File: src/rtl/icache_pkg.sv
// Shared types and default geometry for the instruction-cache valid-RAM
// invalidate sequencer.
package icache_pkg;

    localparam int DEF_DATA_WIDTH_BITS       = 1;
    localparam int DEF_ADDR_WIDTH            = 6;
    localparam int DEF_INVALIDATE_WIDTH_BITS = 6;
    localparam int DEF_INVALIDATE_ADDR_WIDTH = 1;

    localparam int DW    = 2 ** DEF_DATA_WIDTH_BITS;
    localparam int IW    = 2 ** DEF_INVALIDATE_WIDTH_BITS;
    localparam int LSB_W = DEF_INVALIDATE_WIDTH_BITS - DEF_DATA_WIDTH_BITS;

    typedef enum logic [2:0] {
        IDLE   = 3'd0,
        FLUSH  = 3'd1,
        LREAD  = 3'd2,
        LWRITE = 3'd3,
        DONE   = 3'd4
    } state_e;

endpackage

File: src/rtl/icache_invalidate_ctrl.sv
// Drives the invalidate port of the icache valid-bit RAM: full-row sweep for
// fence.i, or read-modify-write of one row to clear selected way bits.
module icache_invalidate_ctrl
    import icache_pkg::*;
#(
    parameter int DATA_WIDTH_BITS       = DEF_DATA_WIDTH_BITS,
    parameter int ADDR_WIDTH            = DEF_ADDR_WIDTH,
    parameter int INVALIDATE_WIDTH_BITS = DEF_INVALIDATE_WIDTH_BITS,
    parameter int INVALIDATE_ADDR_WIDTH = DEF_INVALIDATE_ADDR_WIDTH
) (
    input  logic                                  clock,
    input  logic                                  reset,
    input  logic                                  req_valid,
    output logic                                  req_ready,
    input  logic                                  req_flush,
    input  logic [ADDR_WIDTH-1:0]                 req_addr,
    input  logic [2**DATA_WIDTH_BITS-1:0]         req_mask,
    output logic                                  done,
    output logic                                  busy,
    output logic                                  ien,
    output logic                                  invalidate,
    output logic [INVALIDATE_ADDR_WIDTH-1:0]      iaddr,
    output logic [2**INVALIDATE_WIDTH_BITS-1:0]   idata,
    input  logic [2**INVALIDATE_WIDTH_BITS-1:0]   dummy_data
);

    localparam int M_DW  = 2 ** DATA_WIDTH_BITS;
    localparam int M_IW  = 2 ** INVALIDATE_WIDTH_BITS;
    localparam int IAW   = INVALIDATE_ADDR_WIDTH;
    localparam int M_LSB = ADDR_WIDTH - INVALIDATE_ADDR_WIDTH;

    state_e                       state_r;
    state_e                       state_nxt_s;
    logic [IAW-1:0]               count_r;
    logic [ADDR_WIDTH-1:0]        cmd_addr_r;
    logic [M_DW-1:0]              cmd_mask_r;
    logic                         accept_s;
    logic [IAW-1:0]               row_s;
    logic [M_LSB-1:0]             lsb_s;
    logic [INVALIDATE_WIDTH_BITS-1:0] shamt_s;
    logic [M_IW-1:0]              clear_s;

    assign req_ready = (state_r == IDLE) && !reset;
    assign busy      = (state_r != IDLE);
    assign accept_s  = req_valid && req_ready;

    // Row/bit position of the latched line; a line's DW way bits sit at lsb*DW.
    assign row_s   = cmd_addr_r[ADDR_WIDTH-1 -: IAW];
    assign lsb_s   = cmd_addr_r[M_LSB-1:0];
    assign shamt_s = {lsb_s, {DATA_WIDTH_BITS{1'b0}}};
    assign clear_s = {{(M_IW-M_DW){1'b0}}, cmd_mask_r} << shamt_s;

    // State, flush row counter and latched command.
    always_ff @(posedge clock) begin
        if (reset) begin
            state_r    <= IDLE;
            count_r    <= {IAW{1'b0}};
            cmd_addr_r <= {ADDR_WIDTH{1'b0}};
            cmd_mask_r <= {M_DW{1'b0}};
        end else begin
            state_r <= state_nxt_s;
            if (accept_s) begin
                cmd_addr_r <= req_addr;
                cmd_mask_r <= req_mask;
            end
            if (accept_s && req_flush) begin
                count_r <= {IAW{1'b0}};
            end else if (state_r == FLUSH) begin
                count_r <= count_r + IAW'(1);
            end
        end
    end

    // Next state and invalidate-port decode from registered state.
    always_comb begin
        state_nxt_s = state_r;
        done        = 1'b0;
        ien         = 1'b0;
        invalidate  = 1'b0;
        iaddr       = {IAW{1'b0}};
        idata       = {M_IW{1'b0}};
        case (state_r)
            IDLE: begin
                if (accept_s) begin
                    if (req_flush) begin
                        state_nxt_s = FLUSH;
                    end else begin
                        state_nxt_s = LREAD;
                    end
                end else begin
                    state_nxt_s = IDLE;
                end
            end
            FLUSH: begin
                ien        = 1'b1;
                invalidate = 1'b1;
                iaddr      = count_r;
                if (count_r == {IAW{1'b1}}) begin
                    state_nxt_s = DONE;
                end else begin
                    state_nxt_s = FLUSH;
                end
            end
            LREAD: begin
                ien         = 1'b1;
                iaddr       = row_s;
                state_nxt_s = LWRITE;
            end
            LWRITE: begin
                ien         = 1'b1;
                invalidate  = 1'b1;
                iaddr       = row_s;
                idata       = dummy_data & ~clear_s;
                state_nxt_s = DONE;
            end
            DONE: begin
                done        = 1'b1;
                state_nxt_s = IDLE;
            end
            default: begin
                state_nxt_s = IDLE;
            end
        endcase
    end

endmodule

File: config.mk
export PLATFORM = sky130hd
export DESIGN_NAME = icache_invalidate_ctrl
export DESIGN_NICKNAME = d
export VERILOG_FILES = /design/src/rtl/icache_pkg.sv /design/src/rtl/icache_invalidate_ctrl.sv
export SDC_FILE = /design/constraint.sdc
export NUM_CORES = 1
export LEC_CHECK = 0
export BUFFER_PORTS_ARGS = -buffer_cell sky130_fd_sc_hd__buf_2
export CORE_AREA = 2 2 67 69
export DETAILED_ROUTE_END_ITERATION = 16
export DIE_AREA = 0 0 69 71
export GPL_ROUTABILITY_DRIVEN = 1
export PLACE_DENSITY = 0.8
export SLEW_MARGIN = 20
export SYNTH_ARGS = -nofsm -noshare
export SYNTH_HDL_FRONTEND = slang
export SYNTH_SLANG_ARGS = --single-unit
export TNS_END_PERCENT = 5
File: constraint.sdc
create_clock -name clock -period 2.2 [get_ports clock]
set_clock_uncertainty 0.2 [all_clocks]
set_input_delay 0 -clock clock [delete_from_list [all_inputs] [get_ports clock]]
set_output_delay 0 -clock clock [all_outputs]
set_load 0.1 [all_outputs]
==> out/results.ini <==
[clock_network]
cts_sinks=12
cts_tree=built
cts_root_buffer=clkbuf_8
clock_latency_ns=0.24
cts_made_buffers=3
cts_max_level=1
clockBufferDepth=2
path_clk_slew_ns=0.05

[synthesis]
yosysTopAreaCell=o211a_1
synth-simple-area-share_pct=22.3
syn_nets=257
yosysUniqueCellTypes=33
synth_top_family_by_area=compound AO/OA/AOI/OAI gates
syn-instance-count=181
synth-compound-area-share_pct=50.8
synth.area.top_cells=o211a_1 27%, dfxtp_1 16%, o311a_1 13%, nand2b_1 5.0%, a31o_1 4.7%
synth.area.mux_share_pct=0
syn_avg_cell_area_um2=8.28
synth_top_area_share_pct=26.7
synth_seq_cells=12
synth-xor-area-share_pct=0.584
yosys_warnings=0
synthAdderAreaFrac_pct=0
yosysSeqAreaShare_pct=16.0
netlist_area_um2=1500

[placed_design]
gp_congestion=0.809
dp_hpwl_um=5700
dp_cells=360
port_buffers=145

[routing]
m1WireLength_um=2690
top_layer_used=met4
wl_per_cell_um=20.3
wl_um=7590
dr_wl_met2_um=4240
wl_met3_um=453
drc=0
ant_nets=0
drt-vias-per-instance=5.85
vias=2187
drt_first_pass_iters=4
drt-initial-drc-count=143

[layout]
synthToLayoutAreaGrowth_pct=122
antenna_cells=0
layout_commonest_cell=buf_2
nNetsFinal=400
drive_gt1_share_pct=50.6
finalNonFillerCells=374
mostFrequentLayoutCells=81 x buf_2, 64 x buf_12, 40 x o211a_1

[die]
die_w_um=69
die-area_um2=4900
die_h_um=71
start_util_pct=35.7
rows=24
core_um2=4200
pin_count=146

[job]
maxCapViolCount=0

[global_route]
grt_pass1_wl_um=11700
grt_max_degree=31
grt_overflow=0
grt_usage_pct=29.7
grt_pass1_vias=2250
antenna_found_initial=0

[critical_path]
r2r_start=state_r[0]
critPathLaunchType=flop
reg2regPathDepth=5
path_max_fanout=18
crit_type=reg2reg
crit_path_start=state_r[0]
worst_ep_required_time_ns=2.19
crit_end=state_r[0]
r2r_setup_slack_ns=0.12
critPathArrivalTime_ns=2.07
cp-end-kind=flop
r2r-end=state_r[0]

[power]
switching_share_pct=48.6
p_int_mw=0.582
seq_power_share_pct=25.0
comb_power_share_pct=57.5
p_clk_share_pct=17.5
p_leak_nw=1.69
finalPower_mw=1.13
p_per_area_nw_per_um2=340
switchingPower_mw=0.550
ir_worst_vdd_mv=0.526

[outcome]
outcome=finished clean

[sta]
holdWs_ns=0.0374
tightest_slew_ns=0.489
fin_crit_ns=2.08
max_freq_mhz=481
rsz0062_at_grt=no
finalMaxSlewViolations=0
finalSetupViolCount=0
min_period_over_period_pct=94.5
max_slew_margin_pct=67.6
final-hold-violation-count=0

[worst_hold_path]
min_path_type=in2reg

==> Yosys cell counts, drive strengths merged <==
library cell  instances
nand3                 7
nor4                  4
clkbuf                7
and3b                 2
nand4                 1
o311a                20
dfxtp                12
a31o                  8
nand2                14
nand2b               12
a211oi                1
a21oi                10
o211a                40
xor2                  1
buf                  18
nor3                  1
or3b                  1
nor3b                 1
nor2                  6
a31oi                 1
a41oi                 1
inv                   1
or3                   1
nor2b                 5
and2                  1
o21ai                 3
nand3b                2
==> sequential cells by signal (all words and copies together) (netlist names) <==
register	count
cmd_addr_r	6
cmd_mask_r	2
state_r	3
count_r	1
==> what timing repair did <==
| action | 4_1_cts | 5_1_grt |
|---|---|---|
| hold buffers | 11 | 0 |
| gates resized for setup | 0 | 5 |
| endpoints found under the hold margin | 12 | 0 |
| buffers inserted | 0 | 0 |
| endpoints found under the setup margin | 0 | 31 |
==> through the flow <==
step                      setup TNS [ns]  util (%)  worst slack (ns)  area, µm²
after global routing                   0      79.1            0.0200       3320
after detailed placement               0      75.2             0.292       3160
after floorplan                    -1.48         -            -0.450       1510
final                                  0      79.1             0.120       3320
after global placement                 0      75.2             0.372       3160
after CTS                              0      78.8            0.0227       3310
==> logic make-up after synthesis <==
| group | count (synthesis) |
|---|---|
| AOI/OAI and AO/OA | 84 |
| and+or+nand+nor | 58 |
| buffers and inverters | 26 |
| DFF | 12 |
| xor gates and xnor gates | 1 |
==> cell type report <==
cell class,instances,area (µm²)
Tap cell,52,65.1
Sequential cell,12,244
Fill cell,268,880
Multi-Input combinational cell,143,1110
Timing Repair Buffer,163,1860
Clock buffer,3,41.3
Inverter,1,3.75
==> layer usage <==
| layer | up-vias | global-route usage (%) |
|---|---|---|
| met1 | 1050 | 32.9 |
| met3 | 20 | 2.99 |
| li1 | 1009 | - |
| met4 | 0 | 10.2 |
| met2 | 108 | 58.4 |
| met5 | - | 0 |
==> power groups by stage <==
| stage | clock network, mW | logic [mW] | registers [mW] |
|---|---|---|---|
| 2_1_floorplan | 0 | 0.439 | 0.257 |
| 3_3_place_gp | 0 | 0.611 | 0.280 |
| 3_5_place_dp | 0 | 0.625 | 0.283 |
| 4_1_cts | 0.200 | 0.643 | 0.279 |
| 5_1_grt | 0.218 | 0.677 | 0.287 |
| 6_report | 0.198 | 0.651 | 0.283 |
==> worst min path at each step <==
stage / from / endpoint / depth (start not counted)
after global routing: req_valid / cmd_addr_r[1] / 2
after floorplan: req_addr[4] / cmd_addr_r[4] / 1
final: req_valid / cmd_addr_r[4] / 3
after CTS: req_valid / cmd_addr_r[4] / 3
after global placement: req_addr[5] / cmd_addr_r[5] / 2
after detailed placement: req_addr[0] / cmd_addr_r[0] / 2
==> worst max-delay path: stages (launching register included) <==
cell           delay (ns)
dfxtp_1              0.40
nor4_4               0.29
buf_6                0.21
nand3_1              0.11
a211oi_1             0.23
dlygate4sd3_1        0.58
(Power assumes the default switching activity.)
